==> config.mk <==
export PLATFORM = sky130hd
export DESIGN_NAME = uart_tx_stim
export DESIGN_NICKNAME = d
export VERILOG_FILES = /design/src/rtl/uart_tx_stim.sv
export SDC_FILE = /design/constraint.sdc
export NUM_CORES = 1
export LEC_CHECK = 0
export CORE_MARGIN = 5
export CORE_UTILIZATION = 40
export CTS_CLUSTER_SIZE = 14
export DETAILED_ROUTE_END_ITERATION = 16
export DONT_BUFFER_PORTS = 1
export HOLD_SLACK_MARGIN = 0.02
export PLACE_DENSITY = 0.56
export RECOVER_POWER = 50
export SLEW_MARGIN = 20
export SYNTH_ARGS = -nofsm -noshare
export SYNTH_HDL_FRONTEND = slang
export SYNTH_SLANG_ARGS = --single-unit
==> constraint.sdc <==
create_clock -name clk -period 2.8 [get_ports clk]
set_input_delay 0.28 -clock clk [delete_from_list [all_inputs] [get_ports clk]]
set_output_delay 0.28 -clock clk [all_outputs]
set_load 0.005 [all_outputs]
==> src/rtl/uart_tx_stim.sv <==
// ============================================================================
// uart_tx_stim
// ----------------------------------------------------------------------------
// UART 8N1 transmitter used as a stimulus source: it drives a core's serial
// receive input so a bench (or an FPGA loopback) can inject console bytes.
// Bytes arrive over a valid/ready handshake into a small circular FIFO. They
// are then serialized LSB first at CLK_FREQ_HZ / BAUD clocks per bit, with the
// divider rounded to the nearest integer.
//
// Parameters
//   CLK_FREQ_HZ  clock frequency of clk in Hz
//   BAUD         serial line rate in bits per second
//   FIFO_DEPTH   byte FIFO entries (power of two, >= 2)
//
// Ports
//   clk      in   single clock
//   rst      in   asynchronous, active-high reset
//   i_data   in   [7:0] byte to transmit
//   i_valid  in   i_data is valid
//   o_ready  out  FIFO can accept a byte (low during reset and when full)
//   o_tx     out  registered serial line, idle high
//   o_busy   out  a frame is in flight or the FIFO holds bytes
//   o_level  out  FIFO occupancy, 0..FIFO_DEPTH
// ============================================================================
module uart_tx_stim #(
   parameter int CLK_FREQ_HZ = 12_500_000,
   parameter int BAUD        = 115200,
   parameter int FIFO_DEPTH  = 8
) (
   input  logic                          clk,
   input  logic                          rst,
   input  logic [7:0]                    i_data,
   input  logic                          i_valid,
   output logic                          o_ready,
   output logic                          o_tx,
   output logic                          o_busy,
   output logic [$clog2(FIFO_DEPTH):0]   o_level
);

   localparam int DIV = (CLK_FREQ_HZ + BAUD / 2) / BAUD;
   localparam int AW  = $clog2(FIFO_DEPTH);
   localparam int LW  = AW + 1;
   localparam int CW  = (DIV > 1) ? $clog2(DIV) : 1;

   localparam logic [CW-1:0] BAUD_LAST = CW'(DIV - 1);
   localparam logic [LW-1:0] DEPTH_L   = LW'(FIFO_DEPTH);

   // Elaboration guards: a divider below 2 cannot form a bit period, and the
   // wrapping pointer scheme needs a power-of-two depth.
   generate
      if (DIV < 2) begin : g_bad_div
         $error("uart_tx_stim: clocks per bit must be at least 2");
      end
      if ((FIFO_DEPTH < 2) || ((FIFO_DEPTH & (FIFO_DEPTH - 1)) != 0)) begin : g_bad_depth
         $error("uart_tx_stim: FIFO_DEPTH must be a power of two and at least 2");
      end
   endgenerate

   typedef enum logic [1:0] {
      S_IDLE  = 2'd0,
      S_START = 2'd1,
      S_DATA  = 2'd2,
      S_STOP  = 2'd3
   } state_t;

   // ------------------------------------------------------------------------
   // State
   // ------------------------------------------------------------------------
   state_t          state_q,  state_d;
   logic [CW-1:0]   baud_q,   baud_d;
   logic [2:0]      bit_q,    bit_d;
   logic [7:0]      shift_q,  shift_d;
   logic            tx_q,     tx_d;
   logic [LW-1:0]   wr_ptr_q;
   logic [LW-1:0]   rd_ptr_q;
   logic [7:0]      mem_q [FIFO_DEPTH];

   logic [LW-1:0]   level;
   logic            fifo_empty;
   logic            push;
   logic            pop;
   logic            baud_done;
   logic [7:0]      head;

   // ------------------------------------------------------------------------
   // FIFO status and handshake
   // ------------------------------------------------------------------------
   // Pointers carry one extra bit so that full and empty are distinct; the
   // difference is the occupancy directly.
   assign level      = wr_ptr_q - rd_ptr_q;
   assign fifo_empty = (level == '0);
   // Readiness looks only at the current level, so a pop in the same cycle
   // never lets a push into a full FIFO.
   assign o_ready    = !rst && (level < DEPTH_L);
   assign push       = i_valid && o_ready;
   assign head       = mem_q[rd_ptr_q[AW-1:0]];
   assign baud_done  = (baud_q == BAUD_LAST);

   // ------------------------------------------------------------------------
   // Next-state logic
   // ------------------------------------------------------------------------
   always_comb begin
      state_d = state_q;
      baud_d  = baud_q;
      bit_d   = bit_q;
      shift_d = shift_q;
      tx_d    = tx_q;
      pop     = 1'b0;

      // The bit-period counter free-runs in every active state and wraps at
      // the end of each period.
      if (state_q != S_IDLE) begin
         baud_d = baud_done ? '0 : baud_q + CW'(1);
      end

      case (state_q)
         S_IDLE: begin
            tx_d   = 1'b1;
            baud_d = '0;
            if (!fifo_empty) begin
               pop     = 1'b1;
               shift_d = head;
               tx_d    = 1'b0;
               state_d = S_START;
            end
         end

         S_START: begin
            if (baud_done) begin
               tx_d    = shift_q[0];
               bit_d   = 3'd0;
               state_d = S_DATA;
            end
         end

         S_DATA: begin
            // shift_q[0] is always the bit currently on the line.
            if (baud_done) begin
               if (bit_q == 3'd7) begin
                  tx_d    = 1'b1;
                  state_d = S_STOP;
               end else begin
                  bit_d   = bit_q + 3'd1;
                  shift_d = {1'b0, shift_q[7:1]};
                  tx_d    = shift_q[1];
               end
            end
         end

         S_STOP: begin
            if (baud_done) begin
               // Chain straight into the next start bit so back-to-back
               // frames have no idle gap.
               if (!fifo_empty) begin
                  pop     = 1'b1;
                  shift_d = head;
                  tx_d    = 1'b0;
                  state_d = S_START;
               end else begin
                  tx_d    = 1'b1;
                  state_d = S_IDLE;
               end
            end
         end

         default: begin
            tx_d    = 1'b1;
            state_d = S_IDLE;
         end
      endcase
   end

   // ------------------------------------------------------------------------
   // Control registers (asynchronous reset)
   // ------------------------------------------------------------------------
   always_ff @(posedge clk or posedge rst) begin
      if (rst) begin
         state_q  <= S_IDLE;
         baud_q   <= '0;
         bit_q    <= 3'd0;
         tx_q     <= 1'b1;
         wr_ptr_q <= '0;
         rd_ptr_q <= '0;
      end else begin
         state_q  <= state_d;
         baud_q   <= baud_d;
         bit_q    <= bit_d;
         tx_q     <= tx_d;
         if (push) begin
            wr_ptr_q <= wr_ptr_q + LW'(1);
         end
         if (pop) begin
            rd_ptr_q <= rd_ptr_q + LW'(1);
         end
      end
   end

   // ------------------------------------------------------------------------
   // Data registers (no reset; contents are meaningless once pointers clear)
   // ------------------------------------------------------------------------
   always_ff @(posedge clk) begin
      shift_q <= shift_d;
      if (push) begin
         mem_q[wr_ptr_q[AW-1:0]] <= i_data;
      end
   end

   // ------------------------------------------------------------------------
   // Outputs
   // ------------------------------------------------------------------------
   assign o_tx    = tx_q;
   assign o_busy  = (state_q != S_IDLE) || !fifo_empty;
   assign o_level = level;

endmodule

==> impl_results.rst, run 1 <==
.. list-table::
   :header-rows: 1

   * - Metric
     - Value
   * - Vias in the first global route
     - about 2200
   * - Portion of total power attributed to sequential cells
     - 0.548
   * - Area of the die
     - 12520 um2
   * - Synthesis-to-layout area growth
     - 11.84%
   * - Crit path max-delay family
     - adder cells
   * - Die width
     - between 100 and 150 um
   * - Sum of routed wire length over all layers
     - 7192 um
   * - Buffer and inverter count on the worst path
     - 2
   * - Total via count after detailed routing
     - approximately 2200
   * - Prevailing post-synth register cell
     - sky130_fd_sc_hd__edfxtp_1
   * - Count of maximum capacitance violations
     - 0
   * - Total power density per cell area
     - ~650 nW/um2
   * - Cell chosen for the clock root
     - sky130_fd_sc_hd__clkbuf_8
   * - Global-route total usage across every layer
     - 0.1227
   * - Clock group share of total power
     - 0.291
   * - Cell count after synthesis
     - 261
   * - Initial Utilization
     - 0.4058
   * - Leading cell types in the layout, fill and taps excluded
     - sky130_fd_sc_hd__edfxtp_1 (72), sky130_fd_sc_hd__dfrtp_1 (20), sky130_fd_sc_hd__nand2_1 (18), sky130_fd_sc_hd__mux4_2 (16), sky130_fd_sc_hd__ha_1 (14)
   * - Residual DRC
     - 0
   * - Number of DRC violations after detailed-routing iteration 0
     - 84
   * - Mean routed wirelength per cell
     - 16.96 um
   * - Unrepaired setup endpoints after global routing
     - no
   * - Pint
     - 2.156 mW
   * - Max stage delay on crit path
     - around 0.42 ns
   * - Count of placed standard cells including taps
     - 399
   * - Slowest cell on the critical path
     - sky130_fd_sc_hd__dfrtp_1
   * - Count of pins over their slew limit
     - 0
   * - Required time reported for the critical path endpoint
     - roughly 2.5 ns
   * - H-tree levels
     - 3
   * - Fraction of layout instances using a drive strength above 1
     - 0.2118
   * - Core region area
     - 10230 um2
   * - Filler Cell Count
     - 899
   * - Maximum number of pins on one net before global-route repair
     - 22
   * - Post-synthesis average cell area
     - 15.91 um2
   * - Count of instances resized after the clock tree is built
     - 0
   * - Vias per cell
     - 5.111
   * - Yosys warning total
     - 0
   * - Final Critical Period
     - 2.545 ns
   * - Final-report setup violation count
     - 0
   * - Final setup skew
     - about 0.01 ns
   * - Placer Congestion
     - roughly 0.76
   * - Type of origin of the critical path
     - flop
   * - Proportion of power drawn by combinational gates
     - 0.161
   * - Syn nets
     - 287
   * - Category of the critical setup timing path
     - flop to output pin
   * - Number of optimization iterations in the first detailed-route pass
     - 4
   * - Leading cell type in the layout, fill and taps excluded
     - sky130_fd_sc_hd__edfxtp_1
   * - Post-route antenna net violation count
     - 0
   * - Worst path cell trace
     - inv_1 > ha_1 > inv_1 > fa_1 > xor2_1 > nor3_1 > o21a_4 > nand2_1
   * - Hold Path Class
     - primary input to flop
   * - Hold buffer count at cts
     - 9
   * - Non-filler cells, final
     - 424
   * - Share of synthesized area occupied by flip-flops and latches
     - 0.6477
   * - Number of buffers created by CTS
     - 9
   * - Post-layout utilization of the core
     - 0.4538
   * - Worst hold margin
     - between 0.2 and 0.3 ns
   * - Antenna violations before repair
     - 0
   * - Post-CTS clock slew at the launch and capture registers of the worst setup and hold paths
     - 0.10 ns
   * - Signal arrival time at the worst endpoint
     - approximately 2.3 ns
   * - Highest achievable clock rate
     - 392.9 MHz
   * - Final Hold Fails
     - 0
   * - Clock Latency Late Sink
     - 0.35 ns
   * - Number of clock sinks seen by CTS
     - 93
   * - VDD IR max
     - 350.0 uV
   * - Count of buffers added by post-CTS timing repair for setup
     - 0
   * - Leakage power
     - 1.695 nW
   * - Area occupied by multi-input gates
     - ~1400 um2
   * - First-pass GRT wire length
     - 11890 um
   * - Portion of the clock cycle consumed by the worst path in the final layout
     - 0.9090
   * - Final antenna diode count
     - 0
   * - Number of placement rows
     - 37
   * - Port buffer count
     - 0
   * - Number of placed I/O pins
     - 18
   * - Total negative setup slack
     - 0 ns
   * - Overflow left after global routing
     - 0
   * - Result of the run
     - completed
   * - Worst setup EP type
     - output pin
   * - Most used cell, CP
     - sky130_fd_sc_hd__inv_1
   * - Net switching power
     - 0.8592 mW
   * - Switching share of power
     - 0.2850
   * - Transition time of the tightest slew-check pin
     - 1.196 ns
   * - Half-perimeter wire length after detailed placement
     - around 4900 um
   * - Worst rel slew slack
     - 0.2025
   * - EDFF count, synth
     - a little over 70
   * - CTS tree
     - built
   * - Count of unique library cells instantiated by Yosys
     - 47
   * - Buffer depth of the longest clock path
     - 2
   * - Sequential cell area
     - 2689 um2
   * - Synth Cell Area
     - about 4200 um2
   * - Vertical extent of the die
     - 111.9 um
   * - Number of nets in the finished design
     - 309
   * - Crit-path max FO
     - 8
   * - Fraction of registers with async set or reset after synthesis
     - 0.2258
   * - Synthesis-stage register bit count
     - slightly above 90
==> state kept, by name, indices dropped and copies added, names as in the netlist <==
name,flops
mem_q,64
shift_q,8
o_tx,1
wr_ptr_q,4
baud_q,7
state_q,2
bit_q,3
rd_ptr_q,4
==> through the flow <==
step	power, mW	setup slack (ns)	area [um2]
6_report	3.015	0.2547	4643
5_1_grt	3.173	0.05880	4643
4_1_cts	3.059	0.2283	4649
3_5_place_dp	2.154	0.2422	4362
3_3_place_gp	2.147	0.3104	4362
2_1_floorplan	2.011	-0.1071	4161
==> cell type report <==
cell class | count | share of cell area
sequential | 93 | 0.5791
inverter | 12 | 0.009701
timing repair buffer | 23 | 0.04123
multi-input combinational | 144 | 0.2908
tap | 136 | 0.03665
clock inverter | 7 | 0.01590
clock buffer | 9 | 0.02668
==> cell families after synthesis <==
logic type | share of synthesized area
AOI/OAI and AO/OA | 0.05696
xor gates and xnor gates | 0.02743
adders and majority gates | 0.04702
buffers and inverters | 0.02893
DFF | 0.6477
muxes | 0.1154
and+or+nand+nor | 0.07655
==> per-layer routing <==
metal  wire, um  global-route usage  share of wire  vias to the layer above
met5          0                   0              0                        -
met4         55             0.04380         0.0076                        0
met3        218             0.02772          0.030                        4
met2       3458              0.1918           0.48                       21
met1       3459              0.1688           0.48                     1103
li1           -                   -              -                     1039
==> path summary, 6_finish.rpt <==
| kind | depth (start not counted) | start | endpoint | slack [ns] |
|---|---|---|---|---|
| min in group asynchronous | 3 | rst | wr_ptr_q[3] | 0.77 |
| hold / removal | 2 | i_valid | wr_ptr_q[0] | 0.28 |
| setup / recovery | 8 | wr_ptr_q[0] | o_busy | 0.25 |
| hold reg to reg | 1 | wr_ptr_q[3] | wr_ptr_q[3] | 0.50 |
| max in group asynchronous | 3 | rst | state_q[0] | 1.32 |
| setup reg to reg | 8 | wr_ptr_q[0] | shift_q[0] | 0.26 |
==> cells in the mapped netlist, types with 2 or more instances <==
master                     count  area (um2)
sky130_fd_sc_hd__buf_6         2       22.52
sky130_fd_sc_hd__and2_1        2       12.51
sky130_fd_sc_hd__o21ai_0       5       25.02
sky130_fd_sc_hd__o211a_1       2       20.02
sky130_fd_sc_hd__buf_4         3       22.52
sky130_fd_sc_hd__a211oi_1      2       15.01
sky130_fd_sc_hd__ha_1         14       175.2
sky130_fd_sc_hd__xor2_1        8       70.07
sky130_fd_sc_hd__xnor2_1       5       43.79
sky130_fd_sc_hd__mux2i_1       7       70.07
sky130_fd_sc_hd__buf_2         3       15.01
sky130_fd_sc_hd__o31ai_1       7       52.55
sky130_fd_sc_hd__dfrtp_1      20       500.5
sky130_fd_sc_hd__a21bo_2       2       20.02
sky130_fd_sc_hd__mux2_2        3       33.78
sky130_fd_sc_hd__edfxtp_1     72        2162
sky130_fd_sc_hd__nand2_1      18       67.56
sky130_fd_sc_hd__nor3_1       10       50.05
sky130_fd_sc_hd__mux4_2       16       360.4
sky130_fd_sc_hd__a21oi_1       4       20.02
sky130_fd_sc_hd__clkbuf_1      3       11.26
sky130_fd_sc_hd__inv_1        11       41.29
sky130_fd_sc_hd__nor3b_1       4       30.03
sky130_fd_sc_hd__nand4_1       5       31.28
sky130_fd_sc_hd__nand3_1       4       20.02
sky130_fd_sc_hd__nor2_1        8       30.03
==> power groups by stage <==
| stage | Clock [mW] | Combinational [mW] | Sequential, mW |
|---|---|---|---|
| 6_report | 0.877 | 0.486 | 1.65 |
| 3_3_place_gp | 0 | 0.466 | 1.68 |
| 3_5_place_dp | 0 | 0.470 | 1.68 |
| 2_1_floorplan | 0 | 0.368 | 1.64 |
| 5_1_grt | 0.967 | 0.544 | 1.66 |
| 4_1_cts | 0.910 | 0.497 | 1.65 |
Note: power is estimated with default switching activity, not from simulation.
==> inputs of run 2 (changes only) <==
--- a/config.mk
+++ b/config.mk
@@ -5,12 +5,13 @@
 export SDC_FILE = /design/constraint.sdc
 export NUM_CORES = 1
 export LEC_CHECK = 0
+export CAP_MARGIN = 20
 export CORE_MARGIN = 5
 export CORE_UTILIZATION = 40
 export CTS_CLUSTER_SIZE = 14
 export DETAILED_ROUTE_END_ITERATION = 16
 export DONT_BUFFER_PORTS = 1
-export HOLD_SLACK_MARGIN = 0.02
+export HOLD_SLACK_MARGIN = 0.1
 export PLACE_DENSITY = 0.56
 export RECOVER_POWER = 50
 export SLEW_MARGIN = 20
==> constraint.sdc (replaced) <==
create_clock -name clk -period 2.8 [get_ports clk]
set_input_delay 0.14 -clock clk [delete_from_list [all_inputs] [get_ports clk]]
set_output_delay 0.14 -clock clk [all_outputs]
set_load 0.005 [all_outputs]
==> impl_results.rst, run 2 (same netlist as run 1, synthesis figures left out) <==
.. list-table::
   :header-rows: 1

   * - Metric
     - Value
   * - Global-route total usage across every layer
     - 0.1272 (+0.004496)
   * - Category of the critical setup timing path
     - flop to flop
   * - Count of placed standard cells including taps
     - 403 (+1.0%)
   * - Count of instances resized after the clock tree is built
     - 0 (unchanged)
   * - Portion of the clock cycle consumed by the worst path in the final layout
     - 0.9293 (+0.02024)
   * - Vias in the first global route
     - 2267 (+0.93%)
   * - Number of DRC violations after detailed-routing iteration 0
     - 92 (+9.5%)
   * - Maximum number of pins on one net before global-route repair
     - 22 (unchanged)
   * - Crit path max-delay family
     - simple AND/OR/NAND/NOR gates
   * - Leading cell type in the layout, fill and taps excluded
     - sky130_fd_sc_hd__edfxtp_1
   * - CTS tree
     - built
   * - Number of placement rows
     - 37 (unchanged)
   * - Final setup skew
     - 0.01444 ns (+0.004198 ns)
   * - Crit-path max FO
     - 10 (+2)
   * - Area of the die
     - 12520 um2 (unchanged)
   * - Clock Latency Late Sink
     - 0.36 ns (about the same)
   * - Leakage power
     - 1.728 nW (+2.0%)
   * - Post-CTS clock slew at the launch and capture registers of the worst setup and hold paths
     - 0.10 ns (about the same)
   * - Placer Congestion
     - 0.7383 (-2.3%)
   * - Required time reported for the critical path endpoint
     - 2.86 ns (+0.34 ns)
   * - First-pass GRT wire length
     - 12340 um (+3.8%)
   * - Final Hold Fails
     - 0 (unchanged)
   * - Worst hold margin
     - 0.1442 ns (-0.1359 ns)
   * - Hold Path Class
     - primary input to flop
   * - Transition time of the tightest slew-check pin
     - 1.228 ns (+0.03148 ns)
   * - Final-report setup violation count
     - 0 (unchanged)
   * - Worst path cell trace
     - inv_2 > ha_1 > a21oi_1 > and3_1 > o211a_1 > nand2_1 > nor3_1 > buf_4
   * - Mean routed wirelength per cell
     - 17.43 um (+2.8%)
   * - Number of nets in the finished design
     - 313 (+1.3%)
   * - Hold buffer count at cts
     - 9 (unchanged)
   * - Half-perimeter wire length after detailed placement
     - 5170 um (+5.1%)
   * - Worst rel slew slack
     - 0.1815 (-0.02098)
   * - Buffer and inverter count on the worst path
     - 2 (unchanged)
   * - Core region area
     - 10230 um2 (unchanged)
   * - Residual DRC
     - 0 (unchanged)
   * - Number of buffers created by CTS
     - 9 (unchanged)
   * - Post-route antenna net violation count
     - 0 (unchanged)
   * - Unrepaired setup endpoints after global routing
     - no
   * - Total power density per cell area
     - 668.9 nW/um2 (+3.0%)
   * - Signal arrival time at the worst endpoint
     - 2.67 ns (+0.40 ns)
   * - Post-layout utilization of the core
     - 0.4593 (+0.005503)
   * - Sum of routed wire length over all layers
     - 7460 um (+3.7%)
   * - Number of clock sinks seen by CTS
     - 93 (unchanged)
   * - Count of maximum capacitance violations
     - 0 (unchanged)
   * - Die width
     - 111.9 um (unchanged)
   * - Antenna violations before repair
     - 0 (unchanged)
   * - Synthesis-to-layout area growth
     - 13.20%
   * - Final antenna diode count
     - 0 (unchanged)
   * - Vias per cell
     - 5.068 (-0.84%)
   * - Fraction of layout instances using a drive strength above 1
     - 0.2226 (+0.01080)
   * - Leading cell types in the layout, fill and taps excluded
     - sky130_fd_sc_hd__edfxtp_1 (72), sky130_fd_sc_hd__dfrtp_1 (20), sky130_fd_sc_hd__nand2_1 (18), sky130_fd_sc_hd__buf_4 (17), sky130_fd_sc_hd__mux4_2 (16)
   * - Number of optimization iterations in the first detailed-route pass
     - 4 (unchanged)
   * - Number of flip-flops under the largest register name
     - 64 (unchanged)
   * - Total via count after detailed routing
     - 2169 (+0.092%)
   * - Number of placed I/O pins
     - 18 (unchanged)
   * - Initial Utilization
     - 0.4058 (unchanged)
   * - Overflow left after global routing
     - 0 (unchanged)
   * - Cell chosen for the clock root
     - sky130_fd_sc_hd__clkbuf_8
   * - Slowest cell on the critical path
     - sky130_fd_sc_hd__dfrtp_1
   * - Vertical extent of the die
     - 111.9 um (unchanged)
   * - Count of buffers added by post-CTS timing repair for setup
     - 0 (unchanged)
   * - Sum of internal, switching and leakage power
     - 3.143 mW (+4.3%)
   * - Count of pins over their slew limit
     - 0 (unchanged)
   * - Result of the run
     - completed
   * - Port buffer count
     - 0 (unchanged)
   * - Max stage delay on crit path
     - 0.41 ns (about the same)
   * - Final Critical Period
     - 2.602 ns (+0.05667 ns)
   * - Type of origin of the critical path
     - flop
   * - Worst setup EP type
     - flop
   * - Buffer depth of the longest clock path
     - 2 (unchanged)
   * - Highest achievable clock rate
     - 384.3 MHz (-2.2%)
   * - Non-filler cells, final
     - 428 (+0.94%)
   * - H-tree levels
     - 3 (unchanged)
   * - VDD IR max
     - 404.8 uV (+16%)
run 2: cell count changes in the layout (fill, tap and decap cells not counted), sizes merged:
| cell | change |
|---|---|
| clkinv | -1 |
| buf | +4 |
| bufinv | +1 |
run 2: path summary, 6_finish.rpt:
check | from | endpoint | slack [ns] | cells past startpoint
max reg2reg | rd_ptr_q[2] | mem_q[0][5] | 0.20 | 8
min in group asynchronous | rst | baud_q[2] | 0.65 | 3
min reg2reg | bit_q[1] | bit_q[1] | 0.50 | 1
max in group asynchronous | rst | state_q[0] | 1.42 | 3
max | rd_ptr_q[2] | mem_q[0][5] | 0.20 | 8
min | i_valid | wr_ptr_q[0] | 0.14 | 2
run 2: report_power, final:
| group | leakage (nW) | internal, mW | total [mW] | switching, mW |
|---|---|---|---|---|
| logic | 0.703 | 0.239 | 0.542 | 0.303 |
| registers | 0.910 | 1.58 | 1.62 | 0.0372 |
| clock network | 0.114 | 0.449 | 0.981 | 0.532 |
run 2: routing by layer:
layer	track usage	part of all wire	vias up
li1	-	-	1049
met1	0.1664	0.45	1093
met2	0.2150	0.52	22
met3	0.02283	0.020	5
met4	0.04136	0.0082	0
met5	0	0	-
run 2: final cells by class:
class	count	area [um2]
tap	136	170.2
clock buffer	9	123.9
multi-input combinational	144	1350
clock inverter	7	100.1
inverter	12	45.04
fill	900	5532
sequential	93	2689
timing repair buffer	27	221.5
run 2: worst reg2reg max path, delay by kind of cell (launching register included):
kind	cells	cell delay (ns)
AND/OR/NAND/NOR	3	0.67
buffers and inverters	2	0.47
adder cells (fa/ha/maj)	1	0.32
flip-flops	1	0.41
AO/OA/AOI/OAI	2	0.45
run 2: metrics by stage:
stage | worst slack, ns | cell area [um2] | setup TNS, ns
2_1_floorplan | -0.1071 | 4161 | -2.178
3_3_place_gp | 0.2213 | 4392 | 0
3_5_place_dp | 0.1912 | 4392 | 0
4_1_cts | 0.1684 | 4706 | 0
5_1_grt | 0.007472 | 4700 | 0
6_report | 0.1981 | 4700 | 0
